File: src/rtl/tw_ram_ntt_nwc_if.sv
// Load-stream and twiddle-read bundle for the shared NTT/INTT twiddle store.
// The master side is the host/datapath and the slave side is the store.
interface tw_ram_ntt_nwc_if #(
  parameter int LOGN = 4,
  parameter int LOGQ = 64,
  parameter int SW   = 3
);
  logic            ld_start;
  logic            ld_mode;
  logic            s_valid;
  logic [LOGQ-1:0] s_data;
  logic            s_ready;
  logic            ld_busy;
  logic [1:0]      tbl_ok;
  logic            rd_valid;
  logic            rd_mode;
  logic [SW-1:0]   rd_stage;
  logic [LOGN-1:0] rd_addr;
  logic [LOGQ-1:0] b;
  logic            b_valid;

  modport master (
    output ld_start, ld_mode, s_valid, s_data, rd_valid, rd_mode, rd_stage, rd_addr,
    input  s_ready, ld_busy, tbl_ok, b, b_valid
  );

  modport slave (
    input  ld_start, ld_mode, s_valid, s_data, rd_valid, rd_mode, rd_stage, rd_addr,
    output s_ready, ld_busy, tbl_ok, b, b_valid
  );
endinterface

File: src/rtl/tw_ram_ntt_nwc.sv
// Run-time loadable forward/inverse twiddle store; reads return after DELAY cycles, one per cycle.
// The load stream is throttled only by s_ready (high while loading); the read port never stalls.
module tw_ram_ntt_nwc #(
  parameter int LOGN  = 4,
  parameter int LOGQ  = 64,
  parameter int SW    = 3,
  parameter int DELAY = 1
) (
  input  logic                clk,
  input  logic                rst_n,
  tw_ram_ntt_nwc_if.slave     bus
);
  localparam int DEPTH = (1 << LOGN) - 1;
  localparam int AW    = LOGN;

  typedef enum logic {IDLE, LOAD} state_t;

  state_t          state_q;
  logic            mode_q;
  logic [AW-1:0]   wptr_q;
  logic [1:0]      tbl_ok_q;
  logic            s_ready_q;
  logic            ld_busy_q;

  logic [LOGQ-1:0] mem_ntt  [DEPTH];
  logic [LOGQ-1:0] mem_intt [DEPTH];

  logic            start_acc;
  logic            wr_en;
  logic [AW-1:0]   rd_mask;
  logic [AW-1:0]   rd_idx;
  logic            rd_hit;
  logic [LOGQ-1:0] rd_word;
  logic [LOGQ-1:0] b_d;

  logic [LOGQ-1:0] b1_q;
  logic            v1_q;

  assign start_acc = (state_q == IDLE) && bus.ld_start;
  assign wr_en     = (state_q == LOAD) && bus.s_valid;

  always_ff @(posedge clk or negedge rst_n) begin
    if (!rst_n) begin
      state_q   <= IDLE;
      mode_q    <= 1'b0;
      wptr_q    <= '0;
      tbl_ok_q  <= 2'b00;
      s_ready_q <= 1'b0;
      ld_busy_q <= 1'b0;
    end else begin
      case (state_q)
        IDLE: begin
          if (bus.ld_start) begin
            mode_q                 <= bus.ld_mode;
            wptr_q                 <= '0;
            tbl_ok_q[bus.ld_mode]  <= 1'b0;
            state_q                <= LOAD;
            s_ready_q              <= 1'b1;
            ld_busy_q              <= 1'b1;
          end
        end
        LOAD: begin
          if (bus.s_valid) begin
            wptr_q <= wptr_q + AW'(1);
            // The last word re-validates the table and closes the stream on the same edge.
            if (wptr_q == AW'(DEPTH - 1)) begin
              tbl_ok_q[mode_q] <= 1'b1;
              state_q          <= IDLE;
              s_ready_q        <= 1'b0;
              ld_busy_q        <= 1'b0;
            end
          end
        end
        default: state_q <= IDLE;
      endcase
    end
  end

  always_ff @(posedge clk) begin
    if (wr_en) begin
      if (mode_q) mem_intt[wptr_q] <= bus.s_data;
      else        mem_ntt[wptr_q]  <= bus.s_data;
    end
  end

  // Stage s occupies flat indices 2^s-1 .. 2^(s+1)-2; a reload starting this edge already hides its table.
  always_comb begin
    rd_mask = (AW'(1) << bus.rd_stage) - AW'(1);
    rd_idx  = rd_mask + (bus.rd_addr & rd_mask);
    rd_hit  = ({1'b0, bus.rd_stage} < (SW+1)'(LOGN)) && tbl_ok_q[bus.rd_mode] &&
              !(start_acc && (bus.ld_mode == bus.rd_mode));
    rd_word = bus.rd_mode ? mem_intt[rd_idx] : mem_ntt[rd_idx];
    b_d     = rd_hit ? rd_word : LOGQ'(1);
  end

  always_ff @(posedge clk or negedge rst_n) begin
    if (!rst_n) begin
      b1_q <= '0;
      v1_q <= 1'b0;
    end else begin
      v1_q <= bus.rd_valid;
      if (bus.rd_valid) b1_q <= b_d;
    end
  end

  generate
    if (DELAY == 2) begin : g_delay2
      logic [LOGQ-1:0] b2_q;
      logic            v2_q;
      always_ff @(posedge clk or negedge rst_n) begin
        if (!rst_n) begin
          b2_q <= '0;
          v2_q <= 1'b0;
        end else begin
          v2_q <= v1_q;
          if (v1_q) b2_q <= b1_q;
        end
      end
      assign bus.b       = b2_q;
      assign bus.b_valid = v2_q;
    end else begin : g_delay1
      assign bus.b       = b1_q;
      assign bus.b_valid = v1_q;
    end
  endgenerate

  assign bus.s_ready = s_ready_q;
  assign bus.ld_busy = ld_busy_q;
  assign bus.tbl_ok  = tbl_ok_q;
endmodule

File: src/flat_wrapper.sv
// flat-port wrapper written by rule: the top's interface ports become plain ports
module tw_ram_ntt_nwc_flat 
#(
  parameter int LOGN  = 4,
  parameter int LOGQ  = 64,
  parameter int SW    = 3,
  parameter int DELAY = 1
)
  (clk, rst_n, bus_ld_start, bus_ld_mode, bus_s_valid, bus_s_data, bus_rd_valid, bus_rd_mode, bus_rd_stage, bus_rd_addr, bus_s_ready, bus_ld_busy, bus_tbl_ok, bus_b, bus_b_valid);
  tw_ram_ntt_nwc_if #(.LOGN(LOGN), .LOGQ(LOGQ), .SW(SW)) bus_i ();
  input  logic clk;
  input  logic rst_n;
  input wire logic [$bits(bus_i.ld_start)-1:0] bus_ld_start;
  input wire logic [$bits(bus_i.ld_mode)-1:0] bus_ld_mode;
  input wire logic [$bits(bus_i.s_valid)-1:0] bus_s_valid;
  input wire logic [$bits(bus_i.s_data)-1:0] bus_s_data;
  input wire logic [$bits(bus_i.rd_valid)-1:0] bus_rd_valid;
  input wire logic [$bits(bus_i.rd_mode)-1:0] bus_rd_mode;
  input wire logic [$bits(bus_i.rd_stage)-1:0] bus_rd_stage;
  input wire logic [$bits(bus_i.rd_addr)-1:0] bus_rd_addr;
  output wire logic [$bits(bus_i.s_ready)-1:0] bus_s_ready;
  output wire logic [$bits(bus_i.ld_busy)-1:0] bus_ld_busy;
  output wire logic [$bits(bus_i.tbl_ok)-1:0] bus_tbl_ok;
  output wire logic [$bits(bus_i.b)-1:0] bus_b;
  output wire logic [$bits(bus_i.b_valid)-1:0] bus_b_valid;
  assign bus_i.ld_start = bus_ld_start;
  assign bus_i.ld_mode = bus_ld_mode;
  assign bus_i.s_valid = bus_s_valid;
  assign bus_i.s_data = bus_s_data;
  assign bus_i.rd_valid = bus_rd_valid;
  assign bus_i.rd_mode = bus_rd_mode;
  assign bus_i.rd_stage = bus_rd_stage;
  assign bus_i.rd_addr = bus_rd_addr;
  assign bus_s_ready = bus_i.s_ready;
  assign bus_ld_busy = bus_i.ld_busy;
  assign bus_tbl_ok = bus_i.tbl_ok;
  assign bus_b = bus_i.b;
  assign bus_b_valid = bus_i.b_valid;
  tw_ram_ntt_nwc #(.LOGN(LOGN), .LOGQ(LOGQ), .SW(SW), .DELAY(DELAY)) u_core (.clk(clk), .rst_n(rst_n), .bus(bus_i));
endmodule
File: config.mk
export PLATFORM = sky130hd
export DESIGN_NAME = tw_ram_ntt_nwc_flat
export DESIGN_NICKNAME = d
export VERILOG_FILES = /design/src/rtl/tw_ram_ntt_nwc_if.sv /design/src/rtl/tw_ram_ntt_nwc.sv /design/src/flat_wrapper.sv
export SDC_FILE = /design/constraint.sdc
export NUM_CORES = 2
export LEC_CHECK = 0
export CORE_MARGIN = 2
export CORE_UTILIZATION = 60
export CTS_CLUSTER_DIAMETER = 40
export CTS_CLUSTER_SIZE = 16
export DETAILED_ROUTE_END_ITERATION = 8
export PLACE_DENSITY = 0.77
export SKIP_CTS_REPAIR_TIMING = 1
export SLEW_MARGIN = 40
export SYNTH_ARGS = -nofsm -noshare
export SYNTH_HDL_FRONTEND = slang
export SYNTH_SLANG_ARGS = --single-unit
File: constraint.sdc
create_clock -name clk -period 5.2 [get_ports clk]
set_input_delay 0.52 -clock clk [delete_from_list [all_inputs] [get_ports clk]]
set_output_delay 0.52 -clock clk [all_outputs]
set_load 0.03 [all_outputs]
* Yosys cells after proc, flatten, opt, wreduce, memory -nomap -nowiden *
Memories as Yosys holds them, arrays and structs flattened.
Cells that the tools add are included.

storage, ports and cells
  flip-flop bits (word level) = 74
  latch bits = 0
  memory bits (writable) = 1920
  bits in read-only memories = 0
  output and inout bits = 69
  logic and storage cells = 69
  memories kept = 2

operators by class
  $add $sub $neg = 3
  multipliers = 0
  div/mod/pow operators = 0
  order comparisons = 6
  equality and inequality tests = 5
  shift-type cells = 1
  multiplexer cells = 29
  bitwise logic cells = 5
  reductions and logical operators = 11

memory list
  memory           depth  bits a word  read ports  clocked after memory_dff  wr ports  RTL line              text
  u_core.mem_intt  15     64           1           0                         1         tw_ram_ntt_nwc.sv:26  logic [LOGQ-1:0] mem_intt [DEPTH];
  u_core.mem_ntt   15     64           1           0                         1         tw_ram_ntt_nwc.sv:25  logic [LOGQ-1:0] mem_ntt [DEPTH];

operators by type and width
  operator                                                                      count
  64-bit two-way mux                                                            2
  1-bit two-way mux                                                             16
  4-bit two-way mux                                                             2
  4-bit one-hot mux with 2 select lines                                         1
  1-bit logical AND                                                             7
  1-bit by 2-bit less-than comparator with 1-bit output, second input constant  3
  2-bit two-way mux                                                             3
  2-bit inequality test, second input constant                                  3
  4-bit by 1-bit adder with 4-bit output, second input constant                 1
  4-bit adder                                                                   1
  4-bit AND                                                                     1
  4-bit equality test, second input constant                                    1
  1-bit one-hot mux with 2 select lines                                         2
  2-bit one-hot mux with 2 select lines                                         1
  2-bit AND reduction                                                           2
  1-bit by 3-bit left shift with 4-bit output, first input constant             1
  4-bit by 2-bit subtractor with 4-bit output, second input constant            1
  3-bit less-than comparator, second input constant                             1
  3-bit AND reduction                                                           1
  2-bit AND                                                                     1
  1-bit demux with 1-bit select                                                 2
  1-bit greater-or-equal comparator, second input constant                      2
  2-bit NOT                                                                     1
  2-bit bitwise OR                                                              1
  3 further kinds                                                               3

* Logic depth before layout (Yosys ltp) *
  depth in word-level cells = 8
  depth in mapped cells = 14

* Least setup slack after synthesis *
No wires, ideal clock.

  kind = input port to flip-flop
  start point = input port bus_s_valid
  end point = memory u_core.mem_ntt[14][0], enable pin
  arrival = 3.641 ns
  slack = 1.071 ns
  stages on the path = 3
  path buffers = 0
  cell sequence = and2_1 -> nand4_1 -> nor2_1

on the way
  cells in the longest elaborated chain, start to end = 3

RTL lines
  element                                  RTL line              text
  start, declared                          flat_wrapper.sv:15    input wire logic [$bits(bus_i.s_valid)-1:0] bus_s_valid;
  1-bit logical AND                        tw_ram_ntt_nwc.sv:40  assign wr_en = (state_q == LOAD) && bus.s_valid;
  1-bit two-way mux                        tw_ram_ntt_nwc.sv:80  if (wr_en) begin
  1-bit two-way mux (not written as such)  tw_ram_ntt_nwc.sv:82  else mem_ntt[wptr_q] <= bus.s_data;
  end, declared                            tw_ram_ntt_nwc.sv:25

Every way passes these cells.

* Worst setup path after layout *
  start point = input port bus_rd_stage[2]
  end point = register u_core.b1_q[11], in the netlist u_core.bus.b[11]

on the way
  cells in the longest elaborated chain, start to end = 7

RTL lines
  element                                       RTL line               text
  start, declared                               flat_wrapper.sv:19     input wire logic [$bits(bus_i.rd_stage)-1:0] bus_rd_stage;
  1-bit by 3-bit left shift with 4-bit output   tw_ram_ntt_nwc.sv:88   rd_mask = (AW'(1) << bus.rd_stage) - AW'(1);
  4-bit by 2-bit subtractor with 4-bit output   tw_ram_ntt_nwc.sv:88
  4-bit AND                                     tw_ram_ntt_nwc.sv:89   rd_idx = rd_mask + (bus.rd_addr & rd_mask);
  4-bit adder                                   tw_ram_ntt_nwc.sv:89
  memory 15 x 64 bit, on equally long branches  -
  64-bit two-way mux                            tw_ram_ntt_nwc.sv:92   rd_word = bus.rd_mode ? mem_intt[rd_idx] : mem_ntt[rd_idx];
  64-bit two-way mux *                          tw_ram_ntt_nwc.sv:93   b_d = rd_hit ? rd_word : LOGQ'(1);
  end signal, assigned                          tw_ram_ntt_nwc.sv:98   b1_q <= '0;
  end signal, assigned                          tw_ram_ntt_nwc.sv:102  if (bus.rd_valid) b1_q <= b_d;
  end, declared                                 tw_ram_ntt_nwc.sv:36   logic [LOGQ-1:0] b1_q;

Mark *: on every way between the ends. The rest lies on a longest branch, timed or not.
A chain may end at the register's enable or synchronous reset.

==> flow_metrics.tcl <==
set metrics [dict create \
    status "completed" \
    yosys.area_share.simple 0.01761 \
    synth-compound-area-share 0.05751 \
    yosysSeqAreaShare 0.7792 \
    drtPass1Iterations 6 \
    antenna_left 0 \
    rr_worst_depth 7 \
    regToRegSetupSlack_ns 1.88 \
    clkTransAtPathRegs_ns 0.06 \
    die_h_um 360.8 \
    cts_root_buffer "clkbuf_16" \
    crit_chain "clkdlybuf4s50_1, nor3_2, inv_1, ha_1, nor2_1, ha_4, nor2_1, xnor2_4, buf_4, mux2_2, a21oi_1, o21ai_0, a32o_1" \
    worst-path-max-fanout 38 \
    drv_slew 0 \
    grt_pass1_wl_um 279300 \
    synth_nets 3901 \
    finalSetupViolCount 0 \
    final_cell_mix "1920 x edfxtp_1, 384 x mux4_2, 276 x nand2_1" \
    synthFlopType "edfxtp_1" \
    synthMuxAreaShare 0.1227 \
    drive_gt1_frac 0.2470 \
    cp.arrival_ns 4.61 \
    hpwl_um 96110 \
    initial_utilization 0.6066 \
    synth-edff-count 1920 \
    grt_antenna_before_repair 10 \
    place_congestion 0.7722 \
    async_flop_share 0.03711 \
    hold_depth 1 \
    grt_usage 0.2994 \
    routed_wl_um 193900 \
    numCtsBuffers 195 \
    final_common_cell "edfxtp_1" \
    hold_viol_final 0 \
    holdCritStartpoint "bus_s_data[14]" \
    drt_iter0_drc 5891 \
    ir_drop_mv 0.3528 \
    crit_family "buffers and inverters" \
    core_um2 125900 \
    die_area_um2 130200 \
    ys_types 49 \
    synth_seq_cells 1994 \
    timing.rr.start "u_core.state_q" \
    synth_cells 3817 \
    placed_area_um2 80730 \
    slew_headroom 0.4036 \
    tightest_slew_ns 0.8946 \
    fp.dieW_um 360.8 \
    drc 0 \
    max_freq_mhz 256.8 \
    power_density_nw_per_um2 439.6 \
    hold_end "u_core.mem_intt[4][14]" \
    maxCapViolCount 0 \
    h-tree-depth 4 \
    finalSetupTns_ns 0 \
    cp_slowest_cell "nor2_1" \
    dp_cells 5510 \
    reg2reg_to "u_core.bus.b[58]" \
    ys_warn_count 0 \
    grt-ovfl-total 0 \
    rsz0062_at_grt "no" \
    io_buffers 146 \
    cts_num_sinks 1994 \
    worstSkewPairLatency_ns 0.83 \
    synth_top_family_by_area "multiplexers" \
    via_per_inst 6.931 \
    finalInstanceArea_um2 87380 \
    finalCriticalPeriod_ns 3.894 \
    skew_ns 0.03788 \
    final_net_count 4142 \
    vias 40800 \
    hold_path_class "primary input to flop" \
    crit_buf_inv 3 \
    syn_area_um2 76370 \
    synth_xor_xnor_area_share 0.0009830 \
    grt_pass1_vias 40960 \
    avgSynthCellArea_um2 20.01 \
    layout.cells.non_filler 5886 \
    cts_tree "done" \
    placementRows 130 \
    clockBufferDepth 3 \
    pin_count 147 \
    power.leakage_nw 28.42 \
    crit_type "primary input to flop" \
    period_share 0.7488 \
    cp.required_ns 5.91 \
    wl_per_cell_um 32.94 \
    syn_to_final_growth_pct 14.41 \
    synth_fa_ha_area_frac 0.0009830 \
    cpMostUsedCell "nor2_1" \
    start_kind "primary input" \
    crit_path_max_incr_delay_ns 0.52 \
    grt_start_max_net_pins 126 \
    fillers 7315 \
    cp-end-kind "flop" \
]
-- report_power, final --
group | switching, mW | internal, mW | leakage (nW)
clock | 6.44 | 8.43 | 3.32
combinational | 3.01 | 1.59 | 6.81
sequential | 0.343 | 18.6 | 18.3
total | 9.79 | 28.6 | 28.4
-- Yosys cell counts, drive strengths merged (2+ instances only) --
| library cell | instances | share of area |
|---|---|---|
| a211o | 62 | 0.0071 |
| a21oi | 257 | 0.017 |
| a221oi | 127 | 0.015 |
| a31oi | 63 | 0.0052 |
| a32o | 62 | 0.0081 |
| and2 | 3 | 0.00025 |
| buf | 122 | 0.0087 |
| clkbuf | 119 | 0.0058 |
| dfrtp | 74 | 0.024 |
| edfxtp | 1920 | 0.75 |
| ha | 6 | 0.00098 |
| inv | 132 | 0.0065 |
| mux2 | 62 | 0.0091 |
| mux2i | 2 | 0.00031 |
| mux4 | 384 | 0.11 |
| nand2 | 277 | 0.014 |
| nand2b | 5 | 0.00041 |
| nand3 | 2 | 0.00013 |
| nand4 | 2 | 0.00016 |
| nor2 | 42 | 0.0021 |
| nor2b | 3 | 0.00025 |
| nor3 | 2 | 0.00020 |
| nor3b | 2 | 0.00026 |
| o21a | 2 | 0.00020 |
| o21ai | 67 | 0.0044 |
| xnor2 | 2 | 0.00043 |
| xor2 | 4 | 0.00056 |
-- per-stage QoR --
step                      hold slack, ns    util  setup slack (ns)  power, mW
final                             0.1432  0.6940             1.306      38.41
after global routing              0.1502  0.6940             1.175      39.35
after CTS                        -0.3059  0.6960             1.410      38.49
after detailed placement          0.5045  0.6413            0.5783      23.79
after global placement            0.5030  0.6413            0.6946      23.65
after floorplan                   0.2244       -             1.071      21.81
-- worst reg2reg max path, cell delays in order (launching register included) --
cell,delay (ns)
dfrtp_1,0.45
nor2b_1,0.45
nand2_1,0.18
a31oi_1,0.59
or3_4,0.59
buf_12,0.41
a31oi_1,0.23
a32o_1,0.32
-- per-layer routing --
layer	wire, um	up-vias	global-route usage
met5	35	-	0
met4	7206	6	0.1181
met3	22910	501	0.06839
met2	94120	2994	0.4715
met1	69610	21110	0.4138
li1	-	16180	-
-- worst max path at each step --
| stage | from | endpoint | slack [ns] | depth (start not counted) |
|---|---|---|---|---|
| 2_1_floorplan | bus_s_valid | u_core.mem_ntt[14][0] | 1.07 | 3 |
| 3_3_place_gp | bus_rd_stage[0] | u_core.bus.b[7] | 0.69 | 13 |
| 3_5_place_dp | bus_rd_stage[2] | u_core.bus.b[6] | 0.58 | 13 |
| 4_1_cts | bus_rd_stage[2] | u_core.bus.b[44] | 1.41 | 14 |
| 5_1_grt | bus_rd_stage[2] | u_core.bus.b[44] | 1.18 | 14 |
| 6_report | bus_rd_stage[2] | u_core.bus.b[11] | 1.31 | 13 |
-- cell type report --
type                            count  area (um^2)  share of cell area
Clock buffer                      218         5154             0.05898
Antenna cell                        6        15.01           0.0001718
Sequential cell                  1994        59510              0.6811
Tap cell                         1650         2064             0.02363
Multi-Input combinational cell   1450        15560              0.1781
Timing Repair Buffer              285         2838             0.03248
Inverter                          132        496.7            0.005685
Clock inverter                    151         1737             0.01988
-- flip-flops by register name, summed over array words and instances (netlist names) --
| signal | flops |
|---|---|
| u_core.mem_intt | 960 |
| u_core.mem_ntt | 960 |
| u_core.bus.b | 64 |
| u_core.wptr_q | 4 |
| u_core.bus.tbl_ok | 2 |
| u_core.bus.b_valid | 1 |
| u_core.bus.s_ready | 1 |
| u_core.mode_q | 1 |
| u_core.state_q | 1 |
-- cell families (layout without fill, tap and decap cells) --
| group | count (synthesis) | in the layout |
|---|---|---|
| AOI/OAI and AO/OA | 649 | 649 |
| xor gates and xnor gates | 6 | 6 |
| adders and majority gates | 6 | 6 |
| buffers and inverters | 373 | 786 |
| DFF | 1994 | 1994 |
| muxes | 448 | 448 |
| other | 0 | 6 |
| and+or+nand+nor | 341 | 341 |
Note: power is estimated with default switching activity, not from simulation.
